## config.mk

```make
export PLATFORM = sky130hd
export DESIGN_NAME = fp_adder_pipe
export DESIGN_NICKNAME = d
export VERILOG_FILES = /design/src/rtl/fp_add_pkg.sv /design/src/rtl/fp_add_lzc.sv /design/src/rtl/fp_adder_pipe.sv
export SDC_FILE = /design/constraint.sdc
export NUM_CORES = 1
export LEC_CHECK = 0
export BUFFER_PORTS_ARGS = -buffer_cell sky130_fd_sc_hd__buf_4
export CORE_MARGIN = 3
export CORE_UTILIZATION = 37
export CTS_CLUSTER_DIAMETER = 200
export DETAILED_ROUTE_END_ITERATION = 16
export PLACE_DENSITY = 0.64
export SLEW_MARGIN = 20
export SYNTH_ARGS = -nofsm -noshare
export SYNTH_HDL_FRONTEND = slang
export SYNTH_HIERARCHICAL = 1
export SYNTH_SLANG_ARGS = --single-unit
```

## constraint.sdc

```tcl
create_clock -name clock -period 7.85 [get_ports clock]
set_clock_uncertainty 0.15 [all_clocks]
set_input_delay 1.1775 -clock clock [delete_from_list [all_inputs] [get_ports clock]]
set_output_delay 1.1775 -clock clock [all_outputs]
set_load 0.005 [all_outputs]
```

## src/rtl/fp_add_pkg.sv

```systemverilog
// rtl/fp_add_pkg.sv - shared widths, operand classes, flag indices and NaN constant for fp_adder_pipe
package fp_add_pkg;

    localparam int DEF_EXP_W  = 5;
    localparam int DEF_MAN_W  = 10;
    localparam int DEF_WORD_W = 1 + DEF_EXP_W + DEF_MAN_W;
    localparam int DEF_BIAS   = (1 << (DEF_EXP_W - 1)) - 1;

    typedef enum logic [1:0] {
        CLS_ZERO,
        CLS_NORM,
        CLS_INF,
        CLS_NAN
    } fp_cls_e;

    // Bit positions inside out_flags = {nan, inf, overflow, underflow, inexact}
    localparam int FLG_NAN = 4;
    localparam int FLG_INF = 3;
    localparam int FLG_OVF = 2;
    localparam int FLG_UNF = 1;
    localparam int FLG_INX = 0;

    function automatic logic [63:0] canon_nan(input int exp_w, input int man_w);
        logic [63:0] v;
        v = '0;
        for (int i = 0; i < exp_w; i++) begin
            v[man_w + i] = 1'b1;
        end
        v[man_w - 1] = 1'b1;
        return v;
    endfunction

endpackage

```

## src/rtl/fp_add_lzc.sv

```systemverilog
// rtl/fp_add_lzc.sv - parametrised leading-zero counter; all-zero input returns W
module fp_add_lzc #(
    parameter int W  = 14,
    parameter int CW = $clog2(W + 1)
) (
    input  logic [W-1:0]  value,
    output logic [CW-1:0] count
);

    always_comb begin
        count = CW'(W);
        for (int i = 0; i < W; i++) begin
            if (value[i]) begin
                count = CW'(W - 1 - i);
            end
        end
    end

endmodule

```

## src/rtl/fp_adder_pipe.sv

```systemverilog
// rtl/fp_adder_pipe.sv - 4-stage pipelined FP add/sub, RNE; FP_ADD_STICKY_FLAGS_EN adds sticky flag accumulation
module fp_adder_pipe
    import fp_add_pkg::*;
#(
    parameter int EXP_W = DEF_EXP_W,
    parameter int MAN_W = DEF_MAN_W,
    parameter int TAG_W = 4
) (
    input  logic                     clock,
    input  logic                     reset_n,
    input  logic                     in_valid,
    output logic                     in_ready,
    input  logic [EXP_W+MAN_W:0]     in_a,
    input  logic [EXP_W+MAN_W:0]     in_b,
    input  logic                     in_sub,
    input  logic [TAG_W-1:0]         in_tag,
    output logic                     out_valid,
    input  logic                     out_ready,
    output logic [EXP_W+MAN_W:0]     out_result,
    output logic [TAG_W-1:0]         out_tag,
    output logic [4:0]               out_flags,
    output logic                     out_zero
`ifdef FP_ADD_STICKY_FLAGS_EN
    ,
    input  logic                     sticky_clr,
    output logic [4:0]               sticky_flags
`endif
);

    localparam int W      = 1 + EXP_W + MAN_W;
    localparam int SW     = MAN_W + 4;
    localparam int EW     = EXP_W + 2;
    localparam int CW     = $clog2(SW + 1);
    localparam int SIDE_W = TAG_W + 1 + W + 5;
    localparam logic [W-1:0]            QNAN     = W'(canon_nan(EXP_W, MAN_W));
    localparam logic [EXP_W-1:0]        EXP_ONES = '1;
    localparam logic signed [EW-1:0]    EXP_OVF  = EW'((1 << EXP_W) - 1);
    localparam logic signed [EW-1:0]    EXP_MIN  = EW'(1);

    function automatic fp_cls_e classify(input logic [EXP_W-1:0] e, input logic [MAN_W-1:0] f);
        if (e == '0) return CLS_ZERO;
        if (e == EXP_ONES) return (f == '0) ? CLS_INF : CLS_NAN;
        return CLS_NORM;
    endfunction

    logic advance;
    logic s1_v, s2_v, s3_v, s4_v;

    assign advance   = !s4_v || out_ready;
    assign in_ready  = advance;
    assign out_valid = s4_v;

    // Stage 1: unpack, classify, resolve specials, order operands by magnitude
    logic             a_s, b_s, swap, spec;
    logic [EXP_W-1:0] a_e, b_e, a_ex, b_ex;
    logic [MAN_W-1:0] a_f, b_f;
    logic [MAN_W:0]   a_sig, b_sig;
    logic [W-2:0]     a_mag, b_mag;
    fp_cls_e          a_c, b_c;
    logic [W-1:0]     spec_res;
    logic [4:0]       spec_flg;

    always_comb begin
        a_s      = in_a[W-1];
        a_e      = in_a[W-2:MAN_W];
        a_f      = in_a[MAN_W-1:0];
        b_s      = in_b[W-1] ^ in_sub;
        b_e      = in_b[W-2:MAN_W];
        b_f      = in_b[MAN_W-1:0];
        a_c      = classify(a_e, a_f);
        b_c      = classify(b_e, b_f);
        a_mag    = (a_c == CLS_ZERO) ? '0 : in_a[W-2:0];
        b_mag    = (b_c == CLS_ZERO) ? '0 : in_b[W-2:0];
        a_sig    = (a_c == CLS_ZERO) ? '0 : {1'b1, a_f};
        b_sig    = (b_c == CLS_ZERO) ? '0 : {1'b1, b_f};
        a_ex     = (a_c == CLS_ZERO) ? '0 : a_e;
        b_ex     = (b_c == CLS_ZERO) ? '0 : b_e;
        swap     = b_mag > a_mag;
        spec     = 1'b0;
        spec_res = '0;
        spec_flg = '0;
        if (a_c == CLS_NAN || b_c == CLS_NAN || (a_c == CLS_INF && b_c == CLS_INF && a_s != b_s)) begin
            spec              = 1'b1;
            spec_res          = QNAN;
            spec_flg[FLG_NAN] = 1'b1;
        end else if (a_c == CLS_INF) begin
            spec              = 1'b1;
            spec_res          = {a_s, EXP_ONES, {MAN_W{1'b0}}};
            spec_flg[FLG_INF] = 1'b1;
        end else if (b_c == CLS_INF) begin
            spec              = 1'b1;
            spec_res          = {b_s, EXP_ONES, {MAN_W{1'b0}}};
            spec_flg[FLG_INF] = 1'b1;
        end
    end

    logic              s1_xs, s1_ys;
    logic [EXP_W-1:0]  s1_xe, s1_ye;
    logic [MAN_W:0]    s1_xm, s1_ym;
    logic [SIDE_W-1:0] s1_side;

    always_ff @(posedge clock or negedge reset_n) begin
        if (!reset_n) begin
            s1_v    <= 1'b0;
            s1_xs   <= 1'b0;
            s1_ys   <= 1'b0;
            s1_xe   <= '0;
            s1_ye   <= '0;
            s1_xm   <= '0;
            s1_ym   <= '0;
            s1_side <= '0;
        end else if (advance) begin
            s1_v    <= in_valid;
            s1_xs   <= swap ? b_s   : a_s;
            s1_ys   <= swap ? a_s   : b_s;
            s1_xe   <= swap ? b_ex  : a_ex;
            s1_ye   <= swap ? a_ex  : b_ex;
            s1_xm   <= swap ? b_sig : a_sig;
            s1_ym   <= swap ? a_sig : b_sig;
            s1_side <= {in_tag, spec, spec_res, spec_flg};
        end
    end

    // Stage 2: align Y; bits shifted past the sticky position collapse into it
    logic [EXP_W-1:0] d;
    logic [2*SW-1:0]  wide;
    logic [SW-1:0]    y_al;

    always_comb begin
        d    = s1_xe - s1_ye;
        wide = {s1_ym, 3'b000, {SW{1'b0}}} >> d;
        y_al = {wide[2*SW-1:SW+1], wide[SW] | (|wide[SW-1:0])};
        if (int'(d) >= MAN_W + 3) begin
            y_al = {{(SW-1){1'b0}}, |s1_ym};
        end
    end

    logic                 s2_sign, s2_zsign, s2_sub;
    logic signed [EW-1:0] s2_exp;
    logic [SW-1:0]        s2_xm, s2_ym;
    logic [SIDE_W-1:0]    s2_side;

    always_ff @(posedge clock or negedge reset_n) begin
        if (!reset_n) begin
            s2_v     <= 1'b0;
            s2_sign  <= 1'b0;
            s2_zsign <= 1'b0;
            s2_sub   <= 1'b0;
            s2_exp   <= '0;
            s2_xm    <= '0;
            s2_ym    <= '0;
            s2_side  <= '0;
        end else if (advance) begin
            s2_v     <= s1_v;
            s2_sign  <= s1_xs;
            s2_zsign <= s1_xs & s1_ys;
            s2_sub   <= s1_xs ^ s1_ys;
            s2_exp   <= {2'b00, s1_xe};
            s2_xm    <= {s1_xm, 3'b000};
            s2_ym    <= y_al;
            s2_side  <= s1_side;
        end
    end

    // Stage 3: add/subtract and normalise
    logic [SW:0]          sum;
    logic [CW-1:0]        lz;
    logic [SW-1:0]        norm;
    logic signed [EW-1:0] exp_n;

    fp_add_lzc #(.W(SW), .CW(CW)) u_lzc (
        .value (sum[SW-1:0]),
        .count (lz)
    );

    always_comb begin
        sum = s2_sub ? ({1'b0, s2_xm} - {1'b0, s2_ym}) : ({1'b0, s2_xm} + {1'b0, s2_ym});
        if (sum[SW]) begin
            norm  = {sum[SW:2], sum[1] | sum[0]};
            exp_n = s2_exp + EW'(1);
        end else begin
            norm  = sum[SW-1:0] << lz;
            exp_n = s2_exp - EW'(lz);
        end
    end

    logic                 s3_sign, s3_zsign, s3_zero;
    logic signed [EW-1:0] s3_exp;
    logic [SW-1:0]        s3_norm;
    logic [SIDE_W-1:0]    s3_side;

    always_ff @(posedge clock or negedge reset_n) begin
        if (!reset_n) begin
            s3_v     <= 1'b0;
            s3_sign  <= 1'b0;
            s3_zsign <= 1'b0;
            s3_zero  <= 1'b0;
            s3_exp   <= '0;
            s3_norm  <= '0;
            s3_side  <= '0;
        end else if (advance) begin
            s3_v     <= s2_v;
            s3_sign  <= s2_sign;
            s3_zsign <= s2_zsign;
            s3_zero  <= (sum == '0);
            s3_exp   <= exp_n;
            s3_norm  <= norm;
            s3_side  <= s2_side;
        end
    end

    // Stage 4: round to nearest even, pack, flags
    logic [TAG_W-1:0]     r_tag;
    logic                 r_spec, rup, inx, r_zero;
    logic [W-1:0]         r_spec_res, r_res;
    logic [4:0]           r_spec_flg, r_flg;
    logic [MAN_W+1:0]     mant;
    logic signed [EW-1:0] exp_r;
    logic [MAN_W-1:0]     frac;

    always_comb begin
        {r_tag, r_spec, r_spec_res, r_spec_flg} = s3_side;
        rup    = s3_norm[2] & (s3_norm[3] | s3_norm[1] | s3_norm[0]);
        inx    = |s3_norm[2:0];
        mant   = {1'b0, s3_norm[SW-1:3]} + {{(MAN_W+1){1'b0}}, rup};
        exp_r  = s3_exp + {{(EW-1){1'b0}}, mant[MAN_W+1]};
        frac   = mant[MAN_W+1] ? mant[MAN_W:1] : mant[MAN_W-1:0];
        r_res  = '0;
        r_flg  = '0;
        r_zero = 1'b0;
        if (r_spec) begin
            r_res = r_spec_res;
            r_flg = r_spec_flg;
        end else if (s3_zero) begin
            r_res  = {s3_zsign, {(W-1){1'b0}}};
            r_zero = 1'b1;
        end else if (exp_r >= EXP_OVF) begin
            r_res          = {s3_sign, EXP_ONES, {MAN_W{1'b0}}};
            r_flg[FLG_OVF] = 1'b1;
            r_flg[FLG_INF] = 1'b1;
            r_flg[FLG_INX] = 1'b1;
        end else if (exp_r < EXP_MIN) begin
            r_res          = {s3_sign, {(W-1){1'b0}}};
            r_flg[FLG_UNF] = 1'b1;
            r_flg[FLG_INX] = 1'b1;
            r_zero         = 1'b1;
        end else begin
            r_res          = {s3_sign, exp_r[EXP_W-1:0], frac};
            r_flg[FLG_INX] = inx;
        end
    end

    always_ff @(posedge clock or negedge reset_n) begin
        if (!reset_n) begin
            s4_v       <= 1'b0;
            out_result <= '0;
            out_tag    <= '0;
            out_flags  <= '0;
            out_zero   <= 1'b0;
        end else if (advance) begin
            s4_v       <= s3_v;
            out_result <= r_res;
            out_tag    <= r_tag;
            out_flags  <= r_flg;
            out_zero   <= r_zero;
        end
    end

`ifdef FP_ADD_STICKY_FLAGS_EN
    always_ff @(posedge clock or negedge reset_n) begin
        if (!reset_n) begin
            sticky_flags <= '0;
        end else if (sticky_clr) begin
            sticky_flags <= '0;
        end else if (out_valid && out_ready) begin
            sticky_flags <= sticky_flags | out_flags;
        end
    end
`endif

endmodule

```

Word-level counts from Yosys, hierarchy flattened. Index checks and enable logic that the tools add are counted.

Order comparisons: 4. Multiplexer cells: 69. Eq/ne operators: 7. Bitwise operators: 8. $add $sub $neg: 7. Reductions and logical operators: 16. Shift-type cells: 2.

Operators by type and width (number): 16-bit 2-to-1 mux (5); 15-bit 2-to-1 mux (5); 11-bit 2-to-1 mux (4); 4-bit 2-to-1 mux (10); 14-bit 2-to-1 mux (2); 28-bit by 5-bit right shift with 28-bit output (1); 1-bit 2-to-1 mux (22); 2-bit 2-to-1 mux (11); 10-bit logical NOT (2); 5-bit 2-to-1 mux (4); 14-bit by 14-bit adder with 15-bit output (1); 15-bit > comparator (1); 15-bit logical NOT (1); 14-bit by 14-bit subtractor with 15-bit output (1); 14-bit OR reduction (1); 14-bit by 4-bit left shift with 14-bit output (1); 11-bit by 1-bit adder with 12-bit output (1); 3-bit 2-to-1 mux (4); 11-bit OR reduction (1); 5-bit == test, second input constant (2); 5-bit logical NOT (2); 10-bit 2-to-1 mux (1); 2-bit == test, second input constant (4); 7-bit by 1-bit adder with 7-bit output (1); 16 further kinds (25).

Output and inout port bits: 28. Logic and storage cells: 141. Input port bits: 41. Register bits: 190.

Depth between registers and ports, before layout.
Depth in word-level cells: 18. Gate-level depth with buffers: 22. Depth with buffers taken out: 20.

Modules after synthesis. Netlist, hierarchy kept.

Modules (own cells, without submodules): fp_adder_pipe (times used 1, cells an instance 1122, area an instance 9569.2 um^2, sequential area each 3628.5 um^2); fp_add_lzc (times used 1, cells an instance 25, area an instance 146.4 um^2, sequential area each 0.0 um^2).

Worst setup path after synthesis. OpenSTA, ideal clock, no wires.

Kind: register -> register. Start: register s2_xm[3]. End: register s3_exp[5]. Buffers on the path: 2. Library setup time: 0.082 ns. Cell stages (with the launch flop): 19. Arrival time: 4.392 ns. Setup slack: 3.226 ns. Required time: 7.618 ns. Clock period less this slack: 4.624 ns. Path through: dfrtp_1 > ha_1 > or4b_4 > a211oi_1 > nand3b_1 > a311oi_1 > or3_2 > xnor2_1 > a311oi_2 > clkbuf_1 > clkinv_1 > clkbuf_1 > ha_1 > nor2b_1 > o21ai_0 > nand2b_1 > a211oi_1 > nand2_1 > a31oi_1.

Elaborated cells between the ends (all ways): 16.

RTL lines: start: declaration (RTL line fp_adder_pipe.sv:140) `logic [SW-1:0] s2_xm, s2_ym;`; start signal: assignment (RTL line fp_adder_pipe.sv:159) `s2_xm <= {s1_xm, 3'b000};`; 14-bit by 14-bit adder with 15-bit output / 14-bit by 14-bit subtractor with 15-bit output (equally long branches) (RTL line fp_adder_pipe.sv:177) `sum = s2_sub ? ({1'b0, s2_xm} - {1'b0, s2_ym}) : ({1'b0, s2_xm} + {1'b0, s2_ym});`; 15-bit 2-to-1 mux (*) (RTL line fp_adder_pipe.sv:177); named net sum[13] (RTL line fp_adder_pipe.sv:166) `logic [SW:0] sum;`; 4-bit 2-to-1 mux (*) (RTL line fp_add_lzc.sv:13) `if (value[i]) begin`; named net lz[1] (RTL line fp_adder_pipe.sv:167) `logic [CW-1:0] lz;`; 5-bit by 4-bit subtractor with 6-bit output (*) (RTL line fp_adder_pipe.sv:183) `exp_n = s2_exp - EW'(lz);`; 7-bit 2-to-1 mux (*) (RTL line fp_adder_pipe.sv:178) `if (sum[SW]) begin`; end signal: assignment (RTL line fp_adder_pipe.sv:206) `s3_exp <= exp_n;`; end: declaration (RTL line fp_adder_pipe.sv:188) `logic signed [EW-1:0] s3_exp;`.

The timed path passes the listed nets; every way through them passes the cells marked *. A chain may end at the register's enable or synchronous reset.

Worst setup path in the final report.
Start: register s2_xm[3]. End: register s3_norm[13].

Elaborated cells between the ends (all ways): 16.

RTL lines: 14-bit by 14-bit adder with 15-bit output / 14-bit by 14-bit subtractor with 15-bit output (equally long branches) (RTL line fp_adder_pipe.sv:177); 15-bit 2-to-1 mux (*) (RTL line fp_adder_pipe.sv:177); named net sum[13] (RTL line fp_adder_pipe.sv:166); 4-bit 2-to-1 mux (*) (RTL line fp_add_lzc.sv:13); named net lz[0] (RTL line fp_adder_pipe.sv:167); 14-bit by 4-bit left shift with 14-bit output (*) (RTL line fp_adder_pipe.sv:182) `norm = sum[SW-1:0] << lz;`; 14-bit 2-to-1 mux (*) (RTL line fp_adder_pipe.sv:178); end signal: assignment (RTL line fp_adder_pipe.sv:207) `s3_norm <= norm;`; end: declaration (RTL line fp_adder_pipe.sv:189) `logic [SW-1:0] s3_norm;`.

Marks and branches as above.

==> results.sh <==
export IMPL_nNetsFinal=1275
export IMPL_synth_area_mm2=0.00972
export IMPL_fin_hold_ws_ns=0.313
export IMPL_syn_nets=1243
export IMPL_die_area_mm2=0.0282
export IMPL_globalplace_congestion=0.909
export IMPL_ys_warnings_count=6
export IMPL_drv_cap=0
export IMPL_async_reset_ff_share_pct=100
export IMPL_ctsHoldBuffers=0
export IMPL_grt_overflow=0
export IMPL_crit_required_ns=7.98
export IMPL_clk_latency_ns=0.42
export IMPL_fmax_ghz=0.190
export IMPL_setup_violations=0
export IMPL_grt_pass1_wl_mm=41.7
export IMPL_post_route_period_util_pct=66.9
export IMPL_synth_commonest_cells="239 x nand2_1, 145 x dfrtp_1, 79 x nor2_1, 62 x o21ai_0, 57 x clkbuf_1"
export IMPL_drt_total_wl_mm=25.0
export IMPL_area_growth_pct=14.0
export IMPL_grt_pass1_vias=8142
export IMPL_drive_above_1_share_pct=13.1
export IMPL_clk_pin_slew_ns=0.06
export IMPL_worstSetupPathType="flip-flop to flip-flop"
export IMPL_synth_top_area_share_pct=37.3
export IMPL_grt_usage_pct=17.7
export IMPL_synth_edff_count=0
export IMPL_avgSynthCellArea_um2=8.47
export IMPL_synth_most_common_cell="nand2_1"
export IMPL_slew_headroom_pct=33.7
export IMPL_netlist_instances=1147
export IMPL_hold_violations=0
export IMPL_rsz0062_at_grt="false"
export IMPL_period_needed_ns=5.25
export IMPL_grt_max_degree=77
export IMPL_wl_per_cell_um=16.4
export IMPL_max_stage_delay_ns=0.58
export IMPL_r2r_start="s2_xm[3]$_DFFE_PN0P_"
export IMPL_cp_max_fo=22
export IMPL_initial_core_util_pct=38.1
export IMPL_worstPathCellList="ha_1 -> or4b_4 -> a211oi_1 -> nand3b_1 -> a311oi_1 -> or3_2 -> xnor2_1 -> a21oi_1 -> o31ai_1 -> a21oi_1 -> buf_4 -> inv_1 -> o41ai_1 -> a2111o_1 -> and3_1 -> a2111oi_0 -> o22ai_1"
export IMPL_rr_worst_depth=17
export IMPL_firstDrtPassIters=8
export IMPL_ys_seq_elements=145
export IMPL_ant_nets=0
export IMPL_cts_tree="done"
export IMPL_dpl_hpwl_mm=18.1
export IMPL_cp_end_kind="flip-flop"
export IMPL_hp_class="flip-flop to flip-flop"
export IMPL_drc_errors=0
export IMPL_die_x_um=168
export IMPL_drt_iter0_markers=620
export IMPL_ys_seq_area_share_pct=37.3
export IMPL_post_drt_via_cell_ratio=5.52
export IMPL_synth_top_flop_cell="dfrtp_1"
export IMPL_io_pins=69
export IMPL_coreArea_mm2=0.0255
export IMPL_worstSetupStartpointType="flip-flop"
export IMPL_portBuffers=68
export IMPL_worst_path_max_delay_cell="xnor2_1"
export IMPL_min_delay_path_depth=2
export IMPL_max_slew_worst_pin_slew_ns=0.988
export IMPL_min_to="s3_v$_DFFE_PN0P_"
export IMPL_timing_rr_end="s3_norm[13]$_DFFE_PN0P_"
export IMPL_fillCellCount=2503
export IMPL_status="finished clean"
export IMPL_cts_made_buffers=17
export IMPL_synthTopCellsByArea="dfrtp_1 37%, nand2_1 9.2%, ha_1 6.7%"
export IMPL_h_tree_depth=4
export IMPL_tns_ns=0
export IMPL_synth_top_cell_by_area="dfrtp_1"
export IMPL_crit_arrival_ns=5.38
export IMPL_num_vias=8408
export IMPL_synth_cell_types=82
export IMPL_worst_hold_startpoint="s3_v$_DFFE_PN0P_"
export IMPL_std_cell_rows=58
export IMPL_antenna_found_initial=0
export IMPL_crit_path_frequent_cell="a21oi_1"
export IMPL_die_y_um=168
export IMPL_slew_viol_final=0
export IMPL_cts_root_buf="clkbuf_16"
export IMPL_antenna_cells=0
export IMPL_cts_setup_buffers=0
export IMPL_cts_buffer_depth=2
export IMPL_numClockSinks=145
export IMPL_reg2reg_slack_ns=2.60
export IMPL_postCtsResizedCells=0
metrics by stage:
step	cells	instance area (um2)	util, %	setup slack [ns]
floorplan	1147	9720	-	3.23
global placement	1490	10500	41.1	2.60
detailed placement	1490	10500	41.1	2.52
CTS	1522	11100	43.5	2.58
global route	1522	11100	43.5	2.20
finish	1522	11100	43.5	2.60
per-layer routing:
| layer | vias up | track usage [%] | share of wire [%] |
|---|---|---|---|
| met3 | 40 | 3.08 | 4.6 |
| met4 | 0 | 5.87 | 2.4 |
| met5 | - | 0 | 0 |
| met1 | 3944 | 24.4 | 46 |
| met2 | 241 | 28.5 | 47 |
| li1 | 4183 | - | - |
final cells by class:
type	instances	area [um2]	share of cell area [%]
repair buffers	80	604	5.45
multi-input cells	889	5660	51.1
clock inverters	14	158	1.42
well taps	330	413	3.73
inverters	46	175	1.58
clock buffers	18	439	3.96
flip-flops and latches	145	3630	32.7
state kept, by name (all words and copies together), names as in the netlist, 11 cells and up:
name        count
out_result     16
s2_ym          14
s3_norm        14
s1_xm          11
s1_ym          11
s2_xm          11
worst max path at each step:
stage | startpoint | end | slack, ns
2_1_floorplan | s2_xm[3]$_DFFE_PN0P_ | s3_exp[5]$_DFFE_PN0P_ | 3.23
3_3_place_gp | in_a[12] | s1_xm[8]$_DFFE_PN0P_ | 2.60
3_5_place_dp | in_a[12] | s1_xm[8]$_DFFE_PN0P_ | 2.52
4_1_cts | s2_xm[3]$_DFFE_PN0P_ | s3_norm[13]$_DFFE_PN0P_ | 2.58
5_1_grt | s2_ym[3]$_DFFE_PN0P_ | s3_exp[5]$_DFFE_PN0P_ | 2.20
6_report | s2_xm[3]$_DFFE_PN0P_ | s3_norm[13]$_DFFE_PN0P_ | 2.60
worst max-delay path, delay by kind of cell (launching register included):
kind / cells / cell delay, ns
AND/OR/NAND/NOR: 4 / 1.33
buffers and inverters: 2 / 0.45
XOR/XNOR: 1 / 0.58
adder cells (fa/ha/maj): 1 / 0.36
AO/OA/AOI/OAI: 9 / 1.84
flip-flops: 1 / 0.40
cell families (layout without fill, tap and decap cells):
kind of cell | Yosys count | after routing | share of synthesized area, %
adders and majority gates | 55 | 55 | 7.31
DFF | 145 | 145 | 37.3
and+or+nand+nor | 484 | 484 | 22.8
muxes | 44 | 44 | 5.59
AOI/OAI and AO/OA | 276 | 276 | 19.7
buffers and inverters | 113 | 158 | 4.56
xor gates and xnor gates | 30 | 30 | 2.70
placed cells by master (no fill, tap or decap), types with 11 or more instances in the layout:
master / instances
a21o_1: 14
a21oi_1: 55
a221o_1: 23
a31oi_1: 13
and2_1: 16
buf_4: 79
clkbuf_16: 17
dfrtp_1: 145
ha_1: 52
inv_1: 43
mux2i_1: 28
nand2_1: 239
nand2b_1: 11
nand3_1: 38
nor2_1: 79
nor3_1: 26
o21a_1: 11
o21ai_0: 62
o31ai_1: 13
xnor2_1: 15
xor2_1: 15
Power is not shown: default switching activity piles up to over one toggle a cycle in this logic, so the estimate is an artifact.
